<file path="src/rtl/uart_pkg.sv">
// uart_pkg: shared state encoding and frame constants for the UART memory dumper.
package uart_pkg;

    localparam int CLKS_PER_BIT_DEFAULT = 434;
    localparam int DATA_BITS            = 8;
    localparam int BYTES_PER_WORD       = 4;

    typedef enum logic [2:0] {
        S_IDLE,
        S_READ,
        S_CAPTURE,
        S_START_BIT,
        S_DATA_BITS,
        S_STOP_BIT,
        S_DONE
    } state_t;

endpackage

</file>
<file path="src/rtl/uart_baud_cnt.sv">
// uart_baud_cnt: bit-period counter; tick marks the last cycle of each UART bit.
module uart_baud_cnt #(
    parameter int CLKS_PER_BIT = 434
) (
    input  logic clk,
    input  logic rst,
    input  logic restart,
    output logic tick
);

    logic [15:0] cnt;

    assign tick = (cnt == 16'(CLKS_PER_BIT - 1));

    always_ff @(posedge clk) begin
        if (rst || restart) cnt <= 16'd0;
        else cnt <= tick ? 16'd0 : cnt + 16'd1;
    end

endmodule

</file>
<file path="src/rtl/uart_mem_dump.sv">
// uart_mem_dump: reads a block of 32-bit words from memory and streams them out as 8N1 UART bytes.
module uart_mem_dump
    import uart_pkg::*;
#(
    parameter int CLKS_PER_BIT = CLKS_PER_BIT_DEFAULT
) (
    input  logic        clk,
    input  logic        rst,
    input  logic        start_i,
    input  logic [13:0] base_adr_i,
    input  logic [14:0] word_cnt_i,
    output logic        mem_ren_o,
    output logic [13:0] mem_adr_o,
    input  logic [31:0] mem_dat_i,
    output logic        tx_o,
    output logic        busy_o,
    output logic        done_o
);

    state_t      state;
    logic [14:0] rem;
    logic [31:0] shift;
    logic [2:0]  bit_idx;
    logic [1:0]  byte_idx;
    logic        tick;

    // The bit counter idles at zero outside a frame, so every frame begins with a full bit period.
    uart_baud_cnt #(.CLKS_PER_BIT(CLKS_PER_BIT)) u_baud (
        .clk    (clk),
        .rst    (rst),
        .restart(!(state inside {S_START_BIT, S_DATA_BITS, S_STOP_BIT})),
        .tick   (tick)
    );

    always_ff @(posedge clk) begin
        if (rst) begin
            state     <= S_IDLE;
            rem       <= 15'd0;
            shift     <= 32'd0;
            bit_idx   <= 3'd0;
            byte_idx  <= 2'd0;
            mem_ren_o <= 1'b0;
            mem_adr_o <= 14'd0;
            tx_o      <= 1'b1;
            busy_o    <= 1'b0;
            done_o    <= 1'b0;
        end else begin
            mem_ren_o <= 1'b0;
            done_o    <= 1'b0;
            // Line level is registered from the state of the previous cycle.
            tx_o      <= (state == S_START_BIT) ? 1'b0 : (state == S_DATA_BITS) ? shift[0] : 1'b1;
            case (state)
                S_IDLE: begin
                    if (start_i) begin
                        if (word_cnt_i == 15'd0) begin
                            state  <= S_DONE;
                            done_o <= 1'b1;
                        end else begin
                            state     <= S_READ;
                            rem       <= word_cnt_i;
                            mem_ren_o <= 1'b1;
                            mem_adr_o <= base_adr_i;
                            busy_o    <= 1'b1;
                        end
                    end
                end
                S_READ: state <= S_CAPTURE;
                S_CAPTURE: begin
                    shift    <= mem_dat_i;
                    byte_idx <= 2'd0;
                    state    <= S_START_BIT;
                end
                S_START_BIT: begin
                    if (tick) begin
                        bit_idx <= 3'd0;
                        state   <= S_DATA_BITS;
                    end
                end
                S_DATA_BITS: begin
                    if (tick) begin
                        shift   <= shift >> 1;
                        bit_idx <= bit_idx + 3'd1;
                        if (bit_idx == 3'(DATA_BITS - 1)) state <= S_STOP_BIT;
                    end
                end
                S_STOP_BIT: begin
                    if (tick) begin
                        if (byte_idx != 2'(BYTES_PER_WORD - 1)) begin
                            byte_idx <= byte_idx + 2'd1;
                            state    <= S_START_BIT;
                        end else begin
                            rem <= rem - 15'd1;
                            if (rem != 15'd1) begin
                                state     <= S_READ;
                                mem_ren_o <= 1'b1;
                                mem_adr_o <= mem_adr_o + 14'd1;
                            end else begin
                                state  <= S_DONE;
                                done_o <= 1'b1;
                                busy_o <= 1'b0;
                            end
                        end
                    end
                end
                S_DONE: state <= S_IDLE;
                default: state <= S_IDLE;
            endcase
        end
    end

endmodule

</file>
<file path="config.mk">
export PLATFORM = sky130hd
export DESIGN_NAME = uart_mem_dump
export DESIGN_NICKNAME = d
export VERILOG_FILES = /design/src/rtl/uart_pkg.sv /design/src/rtl/uart_baud_cnt.sv /design/src/rtl/uart_mem_dump.sv
export SDC_FILE = /design/constraint.sdc
export NUM_CORES = 1
export LEC_CHECK = 0
export CAP_MARGIN = 30
export CORE_MARGIN = 2
export CORE_UTILIZATION = 50
export DETAILED_ROUTE_END_ITERATION = 6
export GPL_TIMING_DRIVEN = 0
export PLACE_DENSITY = 0.83
export SYNTH_ARGS = -nofsm -noshare
export SYNTH_HDL_FRONTEND = slang
export SYNTH_SLANG_ARGS = --single-unit
</file>
<file path="constraint.sdc">
create_clock -name clk -period 4.83 [get_ports clk]
set_input_delay 0.483 -clock clk [delete_from_list [all_inputs] [get_ports clk]]
set_output_delay 0.483 -clock clk [all_outputs]
set_load 0.005 [all_outputs]
</file>
==> Yosys cells after proc, flatten, opt, wreduce, memory -nomap -nowiden <==
Index checks and enable logic that the tools add are counted.
{ "word_totals": {"register_bits": 89, "wordCells": 100} }
{ "op_classes": {"n_eq_ne": 19, "reduce_logical": 17, "n_addsub": 5, "muxes": 48} }
{ "ops": {"columns": ["operator", "n"], "rows": [
  ["2-to-1 mux 14 bit", 5],
  ["case mux 32 bit (2 select lines)", 1],
  ["2-to-1 mux 15 bit", 4],
  ["2-to-1 mux 32 bit", 1],
  ["2-to-1 mux 3 bit", 10],
  ["case mux 15 bit (2 select lines)", 1],
  ["case mux 14 bit (2 select lines)", 1],
  ["case mux 3 bit (6 select lines)", 1],
  ["2-to-1 mux 1 bit", 17],
  ["adder 16 x 1 -> 16 bit, second input constant", 1],
  ["== test 16 x 9 -> 1 bit, second input constant", 1],
  ["zero test 15 bit", 1],
  ["inequality test 15 x 1 -> 1 bit, second input constant", 1],
  ["subtractor 15 x 1 -> 15 bit, second input constant", 1],
  ["adder 14 x 1 -> 14 bit, second input constant", 1],
  ["inequality test 2 x 1 -> 1 bit, second input constant", 6],
  ["AND reduction 6 bit", 2],
  ["inequality test 2 bit, second input constant", 5],
  ["AND reduction 5 bit", 2],
  ["== test 3 bit, second input constant", 3],
  ["nonzero test 2 bit", 4],
  ["== test 3 x 2 -> 1 bit, second input constant", 2],
  ["case mux 1 bit (2 select lines)", 3],
  ["case mux 3 bit (2 select lines)", 1],
  ["12 further kinds", 14]
]} }

==> Longest topological paths before layout <==
Gate-level depths: netlist of run 1.
{ "depth": {"depth_word": 5, "mapped_depth": 10} }

==> Cells and area by module <==
A second synthesis of run 1 with hierarchy kept.
{ "hier_totals": {"hier_cells": 561, "area_unflattened_um2": 4789.6} }
{ "by_module_without_submodules": {"columns": ["mod", "area_each_um2", "instances", "cells_per_inst"], "rows": [
  ["uart_mem_dump", 4042.6, 1, 477],
  ["uart_baud_cnt", 747.0, 1, 84]
]} }

==> Worst setup path after synthesis of run 1 <==
OpenSTA, ideal clock, no wires.
{ "synth_timing": {"path_type": "input to register", "start": "input port word_cnt_i[3]", "end": "register rem[11]", "required_time_ns": 4.759, "path_stages": 6, "setup_time_ns": 0.071, "t_arrival_ns": 1.793, "path_slack_ns": 2.967, "n_path_buf": 1, "cell_sequence": "nor4_1 -> nand4_1 -> a22oi_2 -> buf_2 -> o31ai_1 -> a21oi_1"} }
{ "synth_between": {"elab_chain_cells": 3} }
{ "synth_rtl": {"columns": ["element", "line_no", "text"], "rows": [
  ["start, declared", "uart_mem_dump.sv:11", "input logic [14:0] word_cnt_i,"],
  ["zero test 15 bit", "uart_mem_dump.sv:55", "if (word_cnt_i == 15'd0) begin"],
  ["inequality test 2 bit (no source line)", null, null],
  ["AND reduction 5 bit (no source line)", null, null],
  ["end signal, assigned", "uart_mem_dump.sv:60", "rem <= word_cnt_i;"],
  ["end signal, assigned", "uart_mem_dump.sv:92", "rem <= rem - 15'd1;"],
  ["end, declared", "uart_mem_dump.sv:21", "logic [14:0] rem;"]
]} }
No other way between the ends.
A chain may end at the register's enable or synchronous reset.

==> Worst setup path after layout of run 1 <==
{ "layout_timing": {"start": "input port word_cnt_i[7]", "end": "register rem[13]"} }
The elaborated chain is that of the path after synthesis.

==> results of run 1 <==
[worst register-to-register path, cell delays in order, from the launching register on]
cell and delay [ns]:
dfxtp_1 0.37, inv_1 0.10, ha_1 0.18, nor3b_1 0.54, and3_1 0.24, clkbuf_1 0.25, a21oi_1 0.11, o311ai_1 0.27
o31ai_1 0.12
[power by group]
group | total [mW] | switching, mW | internal, mW
clock | 0.534 | 0.290 | 0.244
combinational | 0.362 | 0.187 | 0.175
sequential | 0.856 | 0.0556 | 0.801
total | 1.75 | 0.533 | 1.22
[placed cells by master, fill, tap and decap left out, types with 11 or more instances in the layout]
cell,count
o31ai_1,20
nor3_1,14
buf_2,11
nand4_1,11
nand3_1,18
clkdlybuf4s50_1,81
a311oi_1,33
clkbuf_1,30
dfxtp_1,89
nand2_1,93
a21oi_1,43
nor2_1,84
a22oi_1,11
[synthesized netlist by cell type, types with 4 or more instances]
master | number | area [µm²]
nand2_1 | 93 | 349
dfxtp_1 | 89 | 1780
nor2_1 | 84 | 315
a21oi_1 | 43 | 215
a311oi_1 | 33 | 289
clkbuf_1 | 30 | 113
o31ai_1 | 20 | 150
nand3_1 | 18 | 90.1
nor3_1 | 14 | 70.1
a22oi_1 | 11 | 82.6
buf_2 | 11 | 55.1
nand4_1 | 11 | 68.8
o21ai_1 | 9 | 45.0
o311ai_1 | 9 | 78.8
ha_1 | 8 | 100
xor2_1 | 8 | 70.1
inv_1 | 7 | 26.3
nor4_1 | 6 | 37.5
o211ai_1 | 6 | 45.0
o21ai_0 | 6 | 30.0
or3_1 | 6 | 37.5
xnor2_1 | 6 | 52.6
a31oi_1 | 4 | 25.0
and3_1 | 4 | 25.0
nor3b_1 | 4 | 30.0
nor4_2 | 4 | 50.1
nor4b_1 | 4 | 35.0
o32ai_1 | 4 | 35.0
or4_1 | 4 | 30.0
[logic make-up (layout without fill, tap and decap cells)]
kind of cell               count (synthesis)  in the layout
AOI/OAI and AO/OA                        166            166
xor gates and xnor gates                  14             14
adders and majority gates                  8              8
buffers and inverters                     54            151
DFF                                       89             89
and+or+nand+nor                          269            269
[cell type report]
class                      instances  area share [%]
inverter                           8           0.512
clock inverter                     7            1.30
sequential                        89            30.4
multi-input combinational        457            45.9
buffer                            46            3.56
clock buffer                       9            2.11
timing repair buffer              81            13.8
tap                              111            2.37
[sequential cells by signal, summed over array words and instances (netlist names)]
register and flops:
shift 32, bit_idx 3, rem 15, busy_o 1, mem_ren_o 1, byte_idx 2, tx_o 1, done_o 1
state 3, mem_adr_o 14, u_baud.cnt 16
[worst min-delay path by stage]
stage                          to  slack (ns)  cells after the start
floorplan           u_baud.cnt[0]        0.44                      1
global placement        shift[26]        0.46                      2
detailed placement         rem[9]        0.47                      2
CTS                        rem[9]        0.48                      2
global route             shift[0]        0.51                      2
finish                     rem[9]        0.48                      2
[routing by layer]
metal | vias up | global-route usage, %
met5 | - | 0
met4 | 0 | 9.77
met3 | 20 | 4.58
met2 | 228 | 45.3
met1 | 2362 | 34.0
li1 | 2406 | -
==> results.md, run 1 <==
- Routability Congestion: roughly 1
- Layout cells sized above 1: roughly 6%
- Final instance area: 0.00586 mm²
- Fin cells: around 810
- CP Launch Type: input pin
- Post-layout min period: 2.49 ns
- CTS tree: built
- Cts repair resizes: 0
- Status: complete, no violations
- Post-Route Setup TNS: 0 ns
- Final setup margin: roughly 2.3 ns
- First-pass GRT wire length: 22.2 mm
- Crit Path Max Fanout: 10
- Mux contribution to synthesized area: 0%
- Clk root buf: clkbuf_8
- Worst-path cell chain: clkdlybuf4s50_1 -> nor4_1 -> nand4_1 -> a22oi_2 -> buf_2 -> o31ai_1 -> a21oi_1
- Initial DRC Count: 413
- Initial antenna violation count: 0
- Pin count of the biggest net entering global routing: 17
- Fin. Hold Viols: 0
- Synth Register Bits: between 80 and 90
- Wire length per cell: ~17 µm
- DP HPWL: ~9.6 mm
- Crit path max-delay family: simple AND/OR/NAND/NOR gates
- FMAX: 0.401 GHz
- Async SR Flop Fraction: 0%
- Reg2reg setup slack: 2.53 ns
- FF-to-FF Start: rem[0]
- Max-cap violations: 0
- # nets final: approximately 760
- CP startpoint: word_cnt_i[7]
- Clock-pin slew on the worst setup and hold paths: 0.09 ns
- Slowest-stage cell, CP: a22oi_2
- Worst r2r dst: rem[14]
- Vias per cell: roughly 6.2
- Clock sink total: 89
- Worst Setup EP: rem[13]
- Syn Nets: about 670
- Nature of the critical path endpoint: flop
- RSZ-0062 raised after global routing: no
- Top sig layer: met4
- Met3 wire len: about 1.1 mm
- Hold wc startpoint: rem[9]
- Post-DP Area: around 0.0057 mm²
- Placed Cells incl. Taps: 792
- Post-synthesis compound-gate area fraction: roughly a quarter
- Hold Slack: a little under 0.5 ns
- GRT Util Overall: a little over a quarter
- PwrDens: 299 mW/mm²
- PortBufs: 81
- Syn Std Cell Area: around 0.0047 mm²
- Buf/Inv on CP: 2
- Synthesis Warnings: 0
- Number of global-route vias before repair: 4766
- Crit path largest cell delay: ~0.46 ns
- Grt total ovfl: 0
- Worst path arrival time: 2.77 ns
- Die X: just over 100 µm
- Ports: ~80
- Die extent in y: 101 µm
- CORE AREA: around 0.0092 mm²
- Hold crit path type: reg2reg
- TritonCTS Buffers: 9
- Worst EP required: a little over 5 ns
- Via count: ~5000
- Clk Latency, worst-skew pair: 0.36 ns
- Total Wirelength: 13.5 mm
- Area of the multi-input gates: 0.00269 mm²
- Netlist cell types: 59
- CTS Hold Buffers Added: 0
- Post-synthesis simple-gate area fraction: between 20% and 30%
- Core Rows: 35
- Syn Inst Count: 600
- Sequential-to-total area share from yosys stat: 37.8%
- Main combinational cell family by area after synthesis: simple AND/OR/NAND/NOR gates
- Synthesized-area fraction occupied by adder cells: under 10%
- WP depth: 7
- Core Util, Final: around 64%
- Post-Synth XOR/XNOR Area: 2.60%
- EDFF count, synth: 0
- Slew Limit Fails: 0
- Number of antenna diodes: 0
- Finish-stage setup viols: 0
- P&R area growth vs syn: 24.4%
- Met2 WL: 6.60 mm
- R2R depth: 8
- Register area: roughly 0.0018 mm²
- Power Total: between 1.5 and 2 mW
- Placement Setup Slack: roughly 2.0 ns
- Postcts setup bufs: 0
- Avg Cell Area, Syn: slightly below 8 µm²
- Final Cycle Share: 51.6%
- Met1 Wirelength: approximately 5.6 mm
- Residual DRC: 0
- ANT nets after route: 0
- CTS Buffer Depth: 2
- Die area: about 0.01 mm²
- IR drop worst, VDD: 0.161 mV
- Initial Util: slightly above 50%
- Lkg Pwr: about 2.0 nW
- Top_reg_cell synth: dfxtp_1
- Kind of critical path: in2reg
- Iteration count of the initial detailed-routing pass: 5
- Skew final: roughly 0.012 ns
- CTS HTree Levels: 3
- Slew HR: slightly above 50%
- Fill cells: 830
- Worst-margin pin slew: ~0.73 ns
Note: power is estimated with default switching activity, not from simulation.
==> run 2: changes to the inputs <==
==> constraint.sdc (replaced) <==
create_clock -name clk -period 2.3 [get_ports clk]
set_input_delay 0.23 -clock clk [delete_from_list [all_inputs] [get_ports clk]]
set_output_delay 0.23 -clock clk [all_outputs]
set_load 0.005 [all_outputs]
==> run 2 against run 1 <==
  * Register-to-register slack worse by 2.3 ns
  * Die area unchanged
  * Final cell count up 0.25%
  * Worst hold slack worse by 0.046 ns
  * Sequential cell count unchanged
  * Clock power up 110%
  * Critical path depth up 1
  * Count of clock-buffer cells in the layout unchanged
  * First-iteration DRC count up 2.2%
  * Setup slack worse by 2.2 ns
  * Non-clock buffer count up 2
==> results.md, run 2 (synthesis results as in run 1) <==
- Status: complete, no violations
- Worst EP required: 2.56 ns (-2.55 ns)
- Slew HR: 52.4% (+0.97 points)
- Hold crit path type: in2reg
- Kind of critical path: reg2reg
- Die extent in y: 101 µm (unchanged)
- Layout cells sized above 1: 6.87% (+0.98 points)
- Pin count of the biggest net entering global routing: 17 (unchanged)
- Iteration count of the initial detailed-routing pass: 5 (unchanged)
- CP Launch Type: flop
- Core Util, Final: 64.1% (+0.35 points)
- R2R depth: 8 (unchanged)
- Biggest regs: shift: 32 flops, u_baud.cnt: 16 flops, rem: 15 flops
- Leading cell type in the layout, fill and taps excluded: nand2_1
- Nature of the critical path endpoint: flop
- Initial antenna violation count: 0 (unchanged)
- WHS Endpoint: shift[20]
- FF-to-FF Start: rem[0]
- Clk Latency, worst-skew pair: 0.36 ns (about the same)
- Number of antenna diodes: 0 (unchanged)
- Placement Setup Slack: -0.229 ns (-2.28 ns)
- Initial DRC Count: 422 (+2.2%)
- CTS Hold Buffers Added: 0 (unchanged)
- Placed Cells incl. Taps: 792 (unchanged)
- Via count: 5058 (+0.84%)
- CTS Buffer Depth: 2 (unchanged)
- FMAX: around 0.47 GHz
- Slew Limit Fails: 0 (unchanged)
- Residual DRC: 0 (unchanged)
- Register area: 0.00178 mm² (unchanged)
- Worst path arrival time: 2.38 ns (-0.39 ns)
- Routability Congestion: 0.980 (unchanged)
- Total Wirelength: 13.7 mm (+1.2%)
- CORE AREA: 0.00920 mm² (unchanged)
- Max FFs per register: 32 (unchanged)
- Biggest register: shift
- CTS tree: built
- RSZ-0062 raised after global routing: no
- Grt total ovfl: 0 (unchanged)
- Initial Util: 51.3% (unchanged)
- Area of the multi-input gates: 0.00271 mm² (+0.42%)
- Clock sink total: 89 (unchanged)
- Core Rows: 35 (unchanged)
- GRT Util Overall: 26.7% (unchanged)
- Final Cycle Share: 92.1%
- Hold path depth: 3 (+1)
- Crit Path Max Fanout: 10 (unchanged)
- DP HPWL: 9.62 mm (unchanged)
- TritonCTS Buffers: 9 (unchanged)
- Clock-pin slew on the worst setup and hold paths: 0.10 ns (about the same)
- Final setup margin: 0.181 ns (-2.16 ns)
- Fin cells: 810 (+0.25%)
- Number of global-route vias before repair: 4766 (unchanged)
- Worst-margin pin slew: 0.713 ns (-0.0146 ns)
- Lkg Pwr: 2.03 nW (+1.2%)
- PortBufs: 81 (unchanged)
- Fin. Hold Viols: 0 (unchanged)
- Reg2reg setup slack: 0.18 ns (-2.35 ns)
- Hold wc startpoint: mem_dat_i[20]
- Worst r2r dst: mem_adr_o[8]
- Ports: 82 (unchanged)
- Post-DP Area: 0.00566 mm² (unchanged)
- First-pass GRT wire length: 22.2 mm (unchanged)
- IR drop worst, VDD: 0.340 mV (+110%)
- Max-cap violations: 0 (unchanged)
- PwrDens: 628 mW/mm² (+110%)
- Clk root buf: clkbuf_8
- Post-layout min period: ~2.1 ns
- Skew final: 0.0149 ns (+0.00298 ns)
- Die area: 0.0102 mm² (unchanged)
- # nets final: 766 (+0.26%)
- Vias per cell: 6.24 (+0.59%)
- Final instance area: 0.00590 mm² (+0.55%)
- Finish-stage setup viols: 0 (unchanged)
- P&R area growth vs syn: 25.1%
- Commonest cells after routing, fill and taps aside: nand2_1, dfxtp_1, nor2_1
- Fill cells: 829 (-0.12%)
- Power Total: 3.70 mW (+110%)
- CTS HTree Levels: 3 (unchanged)
- Wire length per cell: 16.9 µm (+0.96%)
- Die X: 101 µm (unchanged)
- ANT nets after route: 0 (unchanged)
run 2: report_power, final:
| part | total (mW) | internal, mW | switching [mW] | leakage (nW) |
|---|---|---|---|---|
| combinational | 0.771 | 0.374 | 0.396 | 1.21 |
| sequential | 1.80 | 1.68 | 0.119 | 0.727 |
| clock | 1.13 | 0.513 | 0.619 | 0.0966 |
| total | 3.70 | 2.57 | 1.13 | 2.03 |
run 2: worst max path at each step:
stage          slack [ns]           end     startpoint  cells after the start
2_1_floorplan        0.46  mem_adr_o[7]  u_baud.cnt[0]                      8
3_3_place_gp        -0.17        rem[9]  word_cnt_i[7]                      7
3_5_place_dp        -0.23       rem[13]  word_cnt_i[7]                      7
4_1_cts              0.09       rem[14]         rem[0]                      8
5_1_grt              0.02        rem[7]       state[1]                      6
6_report             0.18  mem_adr_o[8]         rem[0]                      8
run 2: routing by layer:
layer / wire [µm] / global-route usage, % / share of wire (%)
met1: 5750 / 34.0 / 42
met2: 6650 / 45.3 / 49
met3: 1090 / 4.58 / 8.0
met4: 187 / 9.77 / 1.4
met5: 0 / 0 / 0
run 2: area by class of cell:
type / instances / share of cell area, %
Multi-Input combinational cell: 457 / 45.9
Buffer: 45 / 3.52
Clock inverter: 7 / 1.29
Inverter: 8 / 0.509
Clock buffer: 9 / 2.10
Tap cell: 111 / 2.36
Timing Repair Buffer: 84 / 14.1
Sequential cell: 89 / 30.2
run 2: critical path, cell delays in order (launching register included):
cell      delay [ns]
dfxtp_1         0.45
ha_1            0.19
nor4b_2         0.27
nand4_2         0.23
a32oi_2         0.33
buf_6           0.18
buf_6           0.15
o211ai_1        0.11
o31ai_1         0.11
run 2: what timing repair did:
item,4_1_cts,5_1_grt
resized for setup,0,6
endpoints found under the setup margin,0,27
buffers inserted,0,3
run 2: metrics by stage:
step / setup TNS [ns] / hold WS [ns]
after CTS: 0 / 0.435
after detailed placement: -3.72 / 0.467
after global placement: -2.26 / 0.461
final: 0 / 0.438
after floorplan: 0 / 0.366
after global routing: 0 / 0.440
